**config.mk**
```make
export PLATFORM = sky130hd
export DESIGN_NAME = p_i_line_fill_adapter_flat
export DESIGN_NICKNAME = d
export VERILOG_FILES = /design/src/rtl/p_i_line_fill_adapter_pkg.sv /design/src/rtl/p_i_line_fill_adapter_if.sv /design/src/rtl/p_i_line_fill_adapter_assembler.sv /design/src/rtl/p_i_line_fill_adapter.sv /design/src/flat_wrapper.sv
export SDC_FILE = /design/constraint.sdc
export NUM_CORES = 1
export LEC_CHECK = 0
export CAP_MARGIN = 0
export CORE_ASPECT_RATIO = 1.5
export CORE_MARGIN = 1.5
export CORE_UTILIZATION = 40
export CTS_CLUSTER_DIAMETER = 80
export DETAILED_ROUTE_END_ITERATION = 8
export DONT_BUFFER_PORTS = 1
export GPL_TIMING_DRIVEN = 0
export PLACE_DENSITY = 0.5
export SKIP_CTS_REPAIR_TIMING = 1
export SYNTH_ARGS = -nofsm -noshare
export SYNTH_HDL_FRONTEND = slang
export SYNTH_HIERARCHICAL = 1
export SYNTH_SLANG_ARGS = --single-unit
export TNS_END_PERCENT = 30
```
**constraint.sdc**
```tcl
create_clock -name clk -period 15.1 [get_ports clk]
set_input_delay 3.02 -clock clk [delete_from_list [all_inputs] [get_ports clk]]
set_output_delay 3.02 -clock clk [all_outputs]
set_load 0.01 [all_outputs]
```
**src/rtl/p_i_line_fill_adapter_pkg.sv**
```systemverilog
// Shared types and geometry for the instruction-side line fill adapter.
package i_line_adapter_types;

  localparam int BEAT_WIDTH = 64;
  localparam int NUM_BEATS  = 4;
  localparam int ADDR_WIDTH = 32;

  localparam int LINE_WIDTH = BEAT_WIDTH * NUM_BEATS;
  localparam int LINE_BYTES = LINE_WIDTH / 8;
  localparam int OFFSET     = $clog2(LINE_BYTES);
  localparam int BEAT_IDX_W = $clog2(NUM_BEATS);

  localparam logic [ADDR_WIDTH-1:0] LINE_MASK = ~(ADDR_WIDTH'(LINE_BYTES) - 1'b1);

  typedef logic [ADDR_WIDTH-1:OFFSET] line_addr_t;

  typedef enum logic [1:0] {
    IDLE,
    BURST,
    RESP,
    PF_BURST
  } state_t;

  // Address of the line following addr; wraps modulo 2^ADDR_WIDTH.
  function automatic logic [ADDR_WIDTH-1:0] next_line(input logic [ADDR_WIDTH-1:0] addr);
    return addr + ADDR_WIDTH'(LINE_BYTES);
  endfunction

endpackage

```
**src/rtl/p_i_line_fill_adapter_if.sv**
```systemverilog
// Line request port (I-cache side) and burst read port (memory side).
interface i_line_if;
  import i_line_adapter_types::*;

  logic                  line_read;
  logic [ADDR_WIDTH-1:0] line_addr;
  logic                  line_resp;
  logic [LINE_WIDTH-1:0] line_rdata;

  modport master (output line_read, line_addr, input line_resp, line_rdata);
  modport slave  (input line_read, line_addr, output line_resp, line_rdata);
endinterface

interface i_burst_if;
  import i_line_adapter_types::*;

  logic                  burst_read;
  logic [ADDR_WIDTH-1:0] burst_addr;
  logic                  burst_resp;
  logic [BEAT_WIDTH-1:0] burst_rdata;

  modport master (output burst_read, burst_addr, input burst_resp, burst_rdata);
  modport slave  (input burst_read, burst_addr, output burst_resp, burst_rdata);
endinterface

```
**src/rtl/p_i_line_fill_adapter_assembler.sv**
```systemverilog
// Beat counter plus line register: each valid beat lands in the slot the counter points at.
module p_i_line_assembler
  import i_line_adapter_types::*;
(
  input  logic                  clk,
  input  logic                  rst,
  input  logic                  clr,
  input  logic                  beat_valid,
  input  logic [BEAT_WIDTH-1:0] beat_data,
  output logic [LINE_WIDTH-1:0] line,
  output logic                  last_beat
);

  logic [BEAT_IDX_W-1:0] count;
  logic [BEAT_WIDTH-1:0] slot [NUM_BEATS];

  assign last_beat = beat_valid && (count == BEAT_IDX_W'(NUM_BEATS - 1));

  always_ff @(posedge clk or posedge rst) begin
    if (rst)             count <= '0;
    else if (clr)        count <= '0;
    else if (beat_valid) count <= count + 1'b1;
  end

  // NOTE: this storage is a flop bank, not a RAM, so it is reset; the returned line reads zero out of reset.
  always_ff @(posedge clk or posedge rst) begin
    if (rst) begin
      for (int k = 0; k < NUM_BEATS; k++) slot[k] <= '0;
    end else if (beat_valid) begin
      slot[count] <= beat_data;
    end
  end

  for (genvar k = 0; k < NUM_BEATS; k++) begin : g_pack
    assign line[k*BEAT_WIDTH +: BEAT_WIDTH] = slot[k];
  end

endmodule

```
**src/rtl/p_i_line_fill_adapter.sv**
```systemverilog
// I-cache line fill adapter: one line request becomes a NUM_BEATS read burst.
// Define I_LINE_PREFETCH_EN to add a one-line next-line prefetch buffer.
module p_i_line_fill_adapter
  import i_line_adapter_types::*;
(
  input  logic      clk,
  input  logic      rst,
  i_line_if.slave   line,
  i_burst_if.master burst
);

  state_t                state_q, state_d;
  logic                  line_resp_q, line_resp_d;
  logic                  burst_read_q, burst_read_d;
  logic [ADDR_WIDTH-1:0] burst_addr_q, burst_addr_d;
  logic                  abort_q, abort_d;
  logic                  start_demand;
  logic [ADDR_WIDTH-1:0] req_addr;

  logic                  dem_clr, dem_valid, dem_last;
  logic [LINE_WIDTH-1:0] dem_line;

  assign req_addr  = line.line_addr & LINE_MASK;
  assign dem_valid = burst.burst_resp && (state_q == BURST);

  p_i_line_assembler u_dem (
    .clk       (clk),
    .rst       (rst),
    .clr       (dem_clr),
    .beat_valid(dem_valid),
    .beat_data (burst.burst_rdata),
    .line      (dem_line),
    .last_beat (dem_last)
  );

`ifdef I_LINE_PREFETCH_EN
  line_addr_t            req_tag, pf_tag_q, pf_tag_d;
  logic                  pf_valid_q, pf_valid_d;
  logic                  pf_pend_q, pf_pend_d;
  logic                  src_pf_q, src_pf_d;
  logic                  pf_clr, pf_valid_beat, pf_last;
  logic [LINE_WIDTH-1:0] pf_line;

  assign req_tag       = req_addr[ADDR_WIDTH-1:OFFSET];
  assign pf_valid_beat = burst.burst_resp && (state_q == PF_BURST);

  p_i_line_assembler u_pf (
    .clk       (clk),
    .rst       (rst),
    .clr       (pf_clr),
    .beat_valid(pf_valid_beat),
    .beat_data (burst.burst_rdata),
    .line      (pf_line),
    .last_beat (pf_last)
  );

  assign line.line_rdata = src_pf_q ? pf_line : dem_line;
`else
  assign line.line_rdata = dem_line;
`endif

  assign line.line_resp   = line_resp_q;
  assign burst.burst_read = burst_read_q;
  assign burst.burst_addr = burst_addr_q;

  always_comb begin
    // NOTE: every target gets a default first so no path through the case can infer a latch.
    state_d      = state_q;
    line_resp_d  = 1'b0;
    burst_read_d = burst_read_q;
    burst_addr_d = burst_addr_q;
    abort_d      = abort_q;
    dem_clr      = 1'b0;
    start_demand = 1'b0;
`ifdef I_LINE_PREFETCH_EN
    pf_valid_d   = pf_valid_q;
    pf_tag_d     = pf_tag_q;
    pf_pend_d    = pf_pend_q;
    src_pf_d     = src_pf_q;
    pf_clr       = 1'b0;
`endif

    unique case (state_q)
      IDLE: begin
`ifdef I_LINE_PREFETCH_EN
        if (line.line_read) begin
          pf_pend_d = 1'b0;
          if (pf_valid_q && (pf_tag_q == req_tag)) begin
            state_d      = RESP;
            line_resp_d  = 1'b1;
            pf_valid_d   = 1'b0;
            src_pf_d     = 1'b1;
            burst_addr_d = req_addr;
          end else begin
            start_demand = 1'b1;
          end
        end else if (pf_pend_q) begin
          state_d      = PF_BURST;
          burst_addr_d = next_line(burst_addr_q);
          burst_read_d = 1'b1;
          pf_clr       = 1'b1;
          pf_valid_d   = 1'b0;
          pf_pend_d    = 1'b0;
        end
`else
        start_demand = line.line_read;
`endif
      end

      BURST: begin
        // Memory cannot abandon a burst, so a dropped request only suppresses the response.
        if (!line.line_read) abort_d = 1'b1;
        if (dem_last) begin
          burst_read_d = 1'b0;
          if (abort_q || !line.line_read) begin
            state_d = IDLE;
          end else begin
            state_d     = RESP;
            line_resp_d = 1'b1;
          end
        end
      end

      RESP: begin
        state_d = IDLE;
`ifdef I_LINE_PREFETCH_EN
        pf_pend_d = 1'b1;
`endif
      end

`ifdef I_LINE_PREFETCH_EN
      PF_BURST: begin
        if (pf_last) begin
          burst_read_d = 1'b0;
          state_d      = IDLE;
          if (line.line_read && (burst_addr_q[ADDR_WIDTH-1:OFFSET] == req_tag)) begin
            state_d     = RESP;
            line_resp_d = 1'b1;
            src_pf_d    = 1'b1;
          end else if (!line.line_read) begin
            pf_valid_d = 1'b1;
            pf_tag_d   = burst_addr_q[ADDR_WIDTH-1:OFFSET];
          end
        end
      end
`endif

      default: state_d = IDLE;
    endcase

    if (start_demand) begin
      state_d      = BURST;
      burst_addr_d = req_addr;
      burst_read_d = 1'b1;
      abort_d      = 1'b0;
      dem_clr      = 1'b1;
`ifdef I_LINE_PREFETCH_EN
      src_pf_d     = 1'b0;
`endif
    end
  end

  always_ff @(posedge clk or posedge rst) begin
    if (rst) begin
      state_q      <= IDLE;
      line_resp_q  <= 1'b0;
      burst_read_q <= 1'b0;
      burst_addr_q <= '0;
      abort_q      <= 1'b0;
`ifdef I_LINE_PREFETCH_EN
      pf_valid_q   <= 1'b0;
      pf_tag_q     <= '0;
      pf_pend_q    <= 1'b0;
      src_pf_q     <= 1'b0;
`endif
    end else begin
      state_q      <= state_d;
      line_resp_q  <= line_resp_d;
      burst_read_q <= burst_read_d;
      burst_addr_q <= burst_addr_d;
      abort_q      <= abort_d;
`ifdef I_LINE_PREFETCH_EN
      pf_valid_q   <= pf_valid_d;
      pf_tag_q     <= pf_tag_d;
      pf_pend_q    <= pf_pend_d;
      src_pf_q     <= src_pf_d;
`endif
    end
  end

endmodule

```
**src/flat_wrapper.sv**
```systemverilog
// flat-port wrapper written by rule: the top's interface ports become plain ports
module p_i_line_fill_adapter_flat import i_line_adapter_types::*;
  (clk, rst, line_line_read, line_line_addr, line_line_resp, line_line_rdata, burst_burst_read, burst_burst_addr, burst_burst_resp, burst_burst_rdata);
  i_line_if line_i ();
  i_burst_if burst_i ();
  input  logic clk;
  input  logic rst;
  input wire logic [$bits(line_i.line_read)-1:0] line_line_read;
  input wire logic [$bits(line_i.line_addr)-1:0] line_line_addr;
  output wire logic [$bits(line_i.line_resp)-1:0] line_line_resp;
  output wire logic [$bits(line_i.line_rdata)-1:0] line_line_rdata;
  output wire logic [$bits(burst_i.burst_read)-1:0] burst_burst_read;
  output wire logic [$bits(burst_i.burst_addr)-1:0] burst_burst_addr;
  input wire logic [$bits(burst_i.burst_resp)-1:0] burst_burst_resp;
  input wire logic [$bits(burst_i.burst_rdata)-1:0] burst_burst_rdata;
  assign line_i.line_read = line_line_read;
  assign line_i.line_addr = line_line_addr;
  assign line_line_resp = line_i.line_resp;
  assign line_line_rdata = line_i.line_rdata;
  assign burst_burst_read = burst_i.burst_read;
  assign burst_burst_addr = burst_i.burst_addr;
  assign burst_i.burst_resp = burst_burst_resp;
  assign burst_i.burst_rdata = burst_burst_rdata;
  p_i_line_fill_adapter u_core (.clk(clk), .rst(rst), .line(line_i), .burst(burst_i));
endmodule
```
==> out/qor.txt, run 1 <==
VDD IR max -> 0.118 mV
Routed wire per std cell -> 25.3 um
multi-input logic area -> 3470 um^2
nets@finish -> 779
Starting Density -> 40.8%
Layout Area Growth over Synthesis -> 13.1%
Die Span X -> 139 um
Least-Margin Pin Slew -> 1130 ps
GRT Util Overall -> 18.0%
first-pass GRT wire length -> 39.6 mm
Final WS setup -> 11080 ps
Final HPWL DP -> 18.9 mm
drt pass-1 iters -> 4
core area -> 27200 um^2
most common cell after layout, fill and taps aside -> dfrtp_1
worst-path fanout max -> 3
sequential share of power -> 54.3%
crit path launch type -> flop
Placed Cells -> 987
share of layout cells above drive strength 1 -> 53.0%
Rows -> 74
fmax -> 249 MHz
Period minus WS final -> 4020 ps
Max-cap violations -> 0
Final Max Slew Viols -> 0
max_slew headroom -> 24.5%
IO buf count -> 0
Fillers -> 2394
cell count after synthesis -> 640
Tcrit/Tclk final -> 26.6%
CTS buffer count -> 28
Worst Hold Slack -> 489 ps
CP arrival -> 1000 ps
clock root buffer -> clkbuf_16
RSZ-0062 raised after global routing -> false
Worst setup EP type -> output pin
dpl ws -> 10640 ps
GR Overflow Total -> 0
fin util -> 46.1%
setup violators final -> 0
total power -> 3.12 mW
synthesized flop and latch total -> 290
die area -> 28800 um^2
syn avg cell area -> 17.3 um^2
total negative setup slack -> 0 ps
P_int -> 2.07 mW
DP Area -> 11600 um^2
Hold Vio Cnt, Final -> 0
mapped cell area -> 11100 um^2
Comb pwr share -> 22.4%
routed via count -> 5441
Sw Ratio -> 33.8%
final wirelength -> 26.2 mm
ANT nets after route -> 0
FF/Latch Area -> 7260 um^2
CTS tree -> built
number of antenna violations at the first check in global routing -> 1
CTS max path bufs -> 3
most frequent cells in the layout -> 290 x dfrtp_1, 264 x mux2_2, 29 x clkbuf_16
worst skew pair latency -> 550 ps
DRC errors left -> 0
WS Path Type -> flop to output pin
Via density -> 5.25
P_leak -> 5.55 nW
# IOs -> 390
clk slew on worst S/H paths -> 60 ps
routability cong. -> 0.763
part of the Yosys area used for sequential elements -> 65.4%
Synth warnings -> 6
clk sink count -> 290
Design Area, Final -> 12500 um^2
Die Ht -> 207 um
Hold Path Class -> flop to flop
Unique masters post-synth -> 21
largest net degree at the start of global routing -> 141
Pwr Density -> 249 nW/um^2
Reg2Reg Setup Slack -> 13140 ps
P_sw -> 1.05 mW
Final Non-Filler Cells -> 1037
initial drt markers -> 187
H-tree Lvls -> 1
critical path required time -> 12080 ps
number of global-route vias before repair -> 6075
Clk network pwr share -> 23.2%
clock skew -> 15.4 ps
outcome -> complete, no violations
## routing by layer
layer | up-vias | part of all wire, % | track usage [%]
met5 | - | 0 | 0
met4 | 0 | 3.2 | 6.79
met3 | 44 | 10 | 7.03
met2 | 267 | 55 | 33.4
met1 | 2826 | 32 | 17.7
li1 | 2304 | - | -
## state kept, by name, summed over array words and instances, names as in the netlist
signal and count:
u_core/burst.burst_read 1, u_core/u_dem/count 2, u_core/abort_q 1, u_core/u_dem/line 256
u_core/line.line_resp 1, u_core/burst.burst_addr 27, u_core/state_q 2
## kinds of logic (layout without fill, tap and decap cells)
| kind of cell | count (synthesis) | after routing | share of synthesized area [%] |
|---|---|---|---|
| AOI/OAI and AO/OA | 4 | 4 | 0.180 |
| xor gates and xnor gates | 1 | 1 | 0.0789 |
| adders and majority gates | 4 | 4 | 0.451 |
| buffers and inverters | 39 | 89 | 3.45 |
| DFF | 290 | 290 | 65.4 |
| muxes | 284 | 284 | 29.4 |
| other | 1 | 6 | 0.0338 |
| and+or+nand+nor | 17 | 17 | 0.981 |
## synth_stat cells, drive strengths merged
cell | count | area share [%]
conb | 1 | 0.034
nor3 | 2 | 0.090
nor2 | 5 | 0.32
o21ai | 4 | 0.18
mux2 | 283 | 29
and3b | 1 | 0.090
inv | 6 | 0.20
nand2 | 7 | 0.30
ha | 4 | 0.45
nor2b | 1 | 0.056
mux2i | 1 | 0.090
buf | 33 | 3.2
dfrtp | 290 | 65
nand2b | 1 | 0.12
xnor2 | 1 | 0.079
## final cells by class
class,instances,area share (%)
Antenna cell,1,0.0199
Buffer,33,2.87
Clock buffer,42,6.81
Clock inverter,7,0.907
Inverter,6,0.239
Multi-Input combinational cell,315,27.7
Sequential cell,290,57.8
Tap cell,342,3.41
Timing Repair Buffer,1,0.219
## path summary, 6_finish.rpt
kind	cells past startpoint	startpoint	endpoint
worst max-delay path	0	u_core/burst.burst_read	burst_burst_read
worst min-delay path	1	u_core/abort_q	u_core/line.line_resp
worst max register to register	5	u_core/state_q[0]	u_core/u_dem/line[87]
worst min register to register	1	u_core/abort_q	u_core/line.line_resp
max in group asynchronous	2	rst	u_core/u_dem/line[89]
min in group asynchronous	1	rst	u_core/u_dem/line[63]
## power groups by stage
stage | logic [mW] | clock network (mW) | registers [mW]
after floorplan | 0.605 | 0 | 1.56
after global placement | 0.678 | 0 | 1.71
after detailed placement | 0.718 | 0 | 1.72
after CTS | 0.716 | 0.750 | 1.71
after global routing | 0.764 | 0.783 | 1.74
final | 0.701 | 0.726 | 1.70
Note: power is estimated with default switching activity, not from simulation.
==> run 2, diff against run 1 <==
==> constraint.sdc (replaced) <==
create_clock -name clk -period 4.09 [get_ports clk]
set_input_delay 0.818 -clock clk [delete_from_list [all_inputs] [get_ports clk]]
set_output_delay 0.818 -clock clk [all_outputs]
set_load 0.01 [all_outputs]
==> out/qor.txt, run 2 (synthesis results as in run 1) <==
P_sw -> 3.90 mW (was 1.05 mW)
Crit path largest cell delay -> 480 ps
CTS buffer count -> 29 (was 28)
routability cong. -> 0.760 (was 0.763)
GRT Util Overall -> 17.7% (was 18.0%)
largest net degree at the start of global routing -> 46 (was 141)
worst skew pair latency -> 540 ps (was 550 ps)
critical path required time -> 4510 ps (was 12080 ps)
Hold Vio Cnt, Final -> 0 (unchanged)
die area -> 28800 um^2 (unchanged)
Crit-path slowest cell -> dfrtp_1
Layout Area Growth over Synthesis -> 13.8% (was 13.1%)
CTS max path bufs -> 3 (unchanged)
VDD IR max -> 0.491 mV (was 0.118 mV)
# IOs -> 390 (unchanged)
sequential share of power -> 54.6% (was 54.3%)
Hold Path Class -> input port to async pin (was flop to flop)
Period minus WS final -> 1960 ps
most common cell after layout, fill and taps aside -> dfrtp_1 (unchanged)
Die Ht -> 207 um (unchanged)
Final Max Slew Viols -> 0 (unchanged)
WS Path Type -> flop to flop (was flop to output pin)
worst-path fanout max -> 10 (was 3)
max FFs per register -> 256 (unchanged)
Final HPWL DP -> 19.3 mm (was 18.9 mm)
Rows -> 74 (unchanged)
clk slew on worst S/H paths -> 60 ps (about the same)
drt pass-1 iters -> 4 (unchanged)
ANT nets after route -> 0 (unchanged)
fmax -> 510 MHz
Max-cap violations -> 0 (unchanged)
final wirelength -> 25.9 mm (was 26.2 mm)
nets@finish -> 785 (was 779)
P_int -> 7.61 mW (was 2.07 mW)
GR Overflow Total -> 0 (unchanged)
share of layout cells above drive strength 1 -> 53.8% (was 53.0%)
Sw Ratio -> 33.9% (was 33.8%)
Fillers -> 2360 (was 2394)
Final Non-Filler Cells -> 1043 (was 1037)
Tcrit/Tclk final -> 47.9%
total power -> 11.5 mW (was 3.12 mW)
Starting Density -> 40.8% (unchanged)
outcome -> complete, no violations (unchanged)
core area -> 27200 um^2 (unchanged)
Comb pwr share -> 22.4% (about the same)
Clk network pwr share -> 23.0% (was 23.2%)
max_slew headroom -> 25.5% (was 24.5%)
H-tree Lvls -> 1 (unchanged)
Pwr Density -> 911 nW/um^2 (was 249 nW/um^2)
RSZ-0062 raised after global routing -> false (unchanged)
Placed Cells -> 992 (was 987)
number of global-route vias before repair -> 6185 (was 6075)
Worst Hold Slack -> 328 ps (was 489 ps)
n_diodes -> 0 (was 1)
CP arrival -> 2380 ps (was 1000 ps)
clock root buffer -> clkbuf_16 (unchanged)
Least-Margin Pin Slew -> 1120 ps (was 1130 ps)
IO buf count -> 0 (unchanged)
P_leak -> 5.59 nW (was 5.55 nW)
multi-input logic area -> 3470 um^2 (unchanged)
number of antenna violations at the first check in global routing -> 0 (was 1)
CP Cell Sequence -> and3b_2, buf_4, nand2_2, buf_6, mux2_2
DRC errors left -> 0 (unchanged)
CTS tree -> built (unchanged)
FF/Latch Area -> 7260 um^2 (unchanged)
Via density -> 5.28 (was 5.25)
Die Span X -> 139 um (unchanged)
crit path launch type -> flop (unchanged)
routed via count -> 5508 (was 5441)
clk sink count -> 290 (unchanged)
most frequent cells in the layout -> 290 x dfrtp_1, 264 x mux2_2, 29 x clkbuf_16 (unchanged)
Routed wire per std cell -> 24.8 um (was 25.3 um)
first-pass GRT wire length -> 39.3 mm (was 39.6 mm)
initial drt markers -> 123 (was 187)
Worst setup EP type -> flop (was output pin)
clock skew -> 14.1 ps (was 15.4 ps)
setup violators final -> 0 (unchanged)
run 2: per-stage QoR:
stage                     TNS [ps]  setup slack, ps  cell area [um^2]  utilization, %
after floorplan             -32920             -128             11100               -
after global placement     -308080            -1220             11500            42.4
after detailed placement         0             1820             11700            42.9
after CTS                        0             2080             12600            46.4
after global routing             0             2040             12600            46.4
final                            0             2130             12600            46.4
run 2: path summary, 6_finish.rpt:
path	from	end	slack (ps)	cells after the start
min reg2reg	u_core/abort_q	u_core/line.line_resp	500	1
max	u_core/state_q[0]	u_core/u_dem/line[50]	2130	5
min	rst	u_core/u_dem/line[131]	330	1
max in group asynchronous	rst	u_core/u_dem/line[162]	2530	4
min in group clk	line_line_addr[7]	u_core/burst.burst_addr[7]	420	1
max reg2reg	u_core/state_q[0]	u_core/u_dem/line[50]	2130	5
run 2: cell type report:
type / count / area share, %
clock inverters: 13 / 1.14
inverters: 6 / 0.208
flip-flops and latches: 290 / 57.5
multi-input cells: 315 / 27.5
plain buffers: 33 / 2.85
repair buffers: 6 / 0.951
well taps: 342 / 3.39
clock buffers: 38 / 6.49
run 2: per-layer routing:
metal,wire length [um],global-route usage (%)
met2,14000,32.8
met3,2690,7.05
met5,0,0
met1,8070,17.0
met4,1090,8.19
run 2: power groups by stage:
stage               Clock (mW)  Combinational, mW  Sequential (mW)
floorplan                    0               2.23             5.76
CTS                       2.74               2.64             6.32
global placement             0               2.49             6.34
detailed placement           0               2.64             6.35
finish                    2.65               2.58             6.28
global route              2.85               2.81             6.44
run 2: critical path: cells and delay by family (launching register included):
family / cells / cell delay, ps
simple gates: 2 / 610
flops: 1 / 480
buf+inv: 2 / 390
mux: 1 / 360
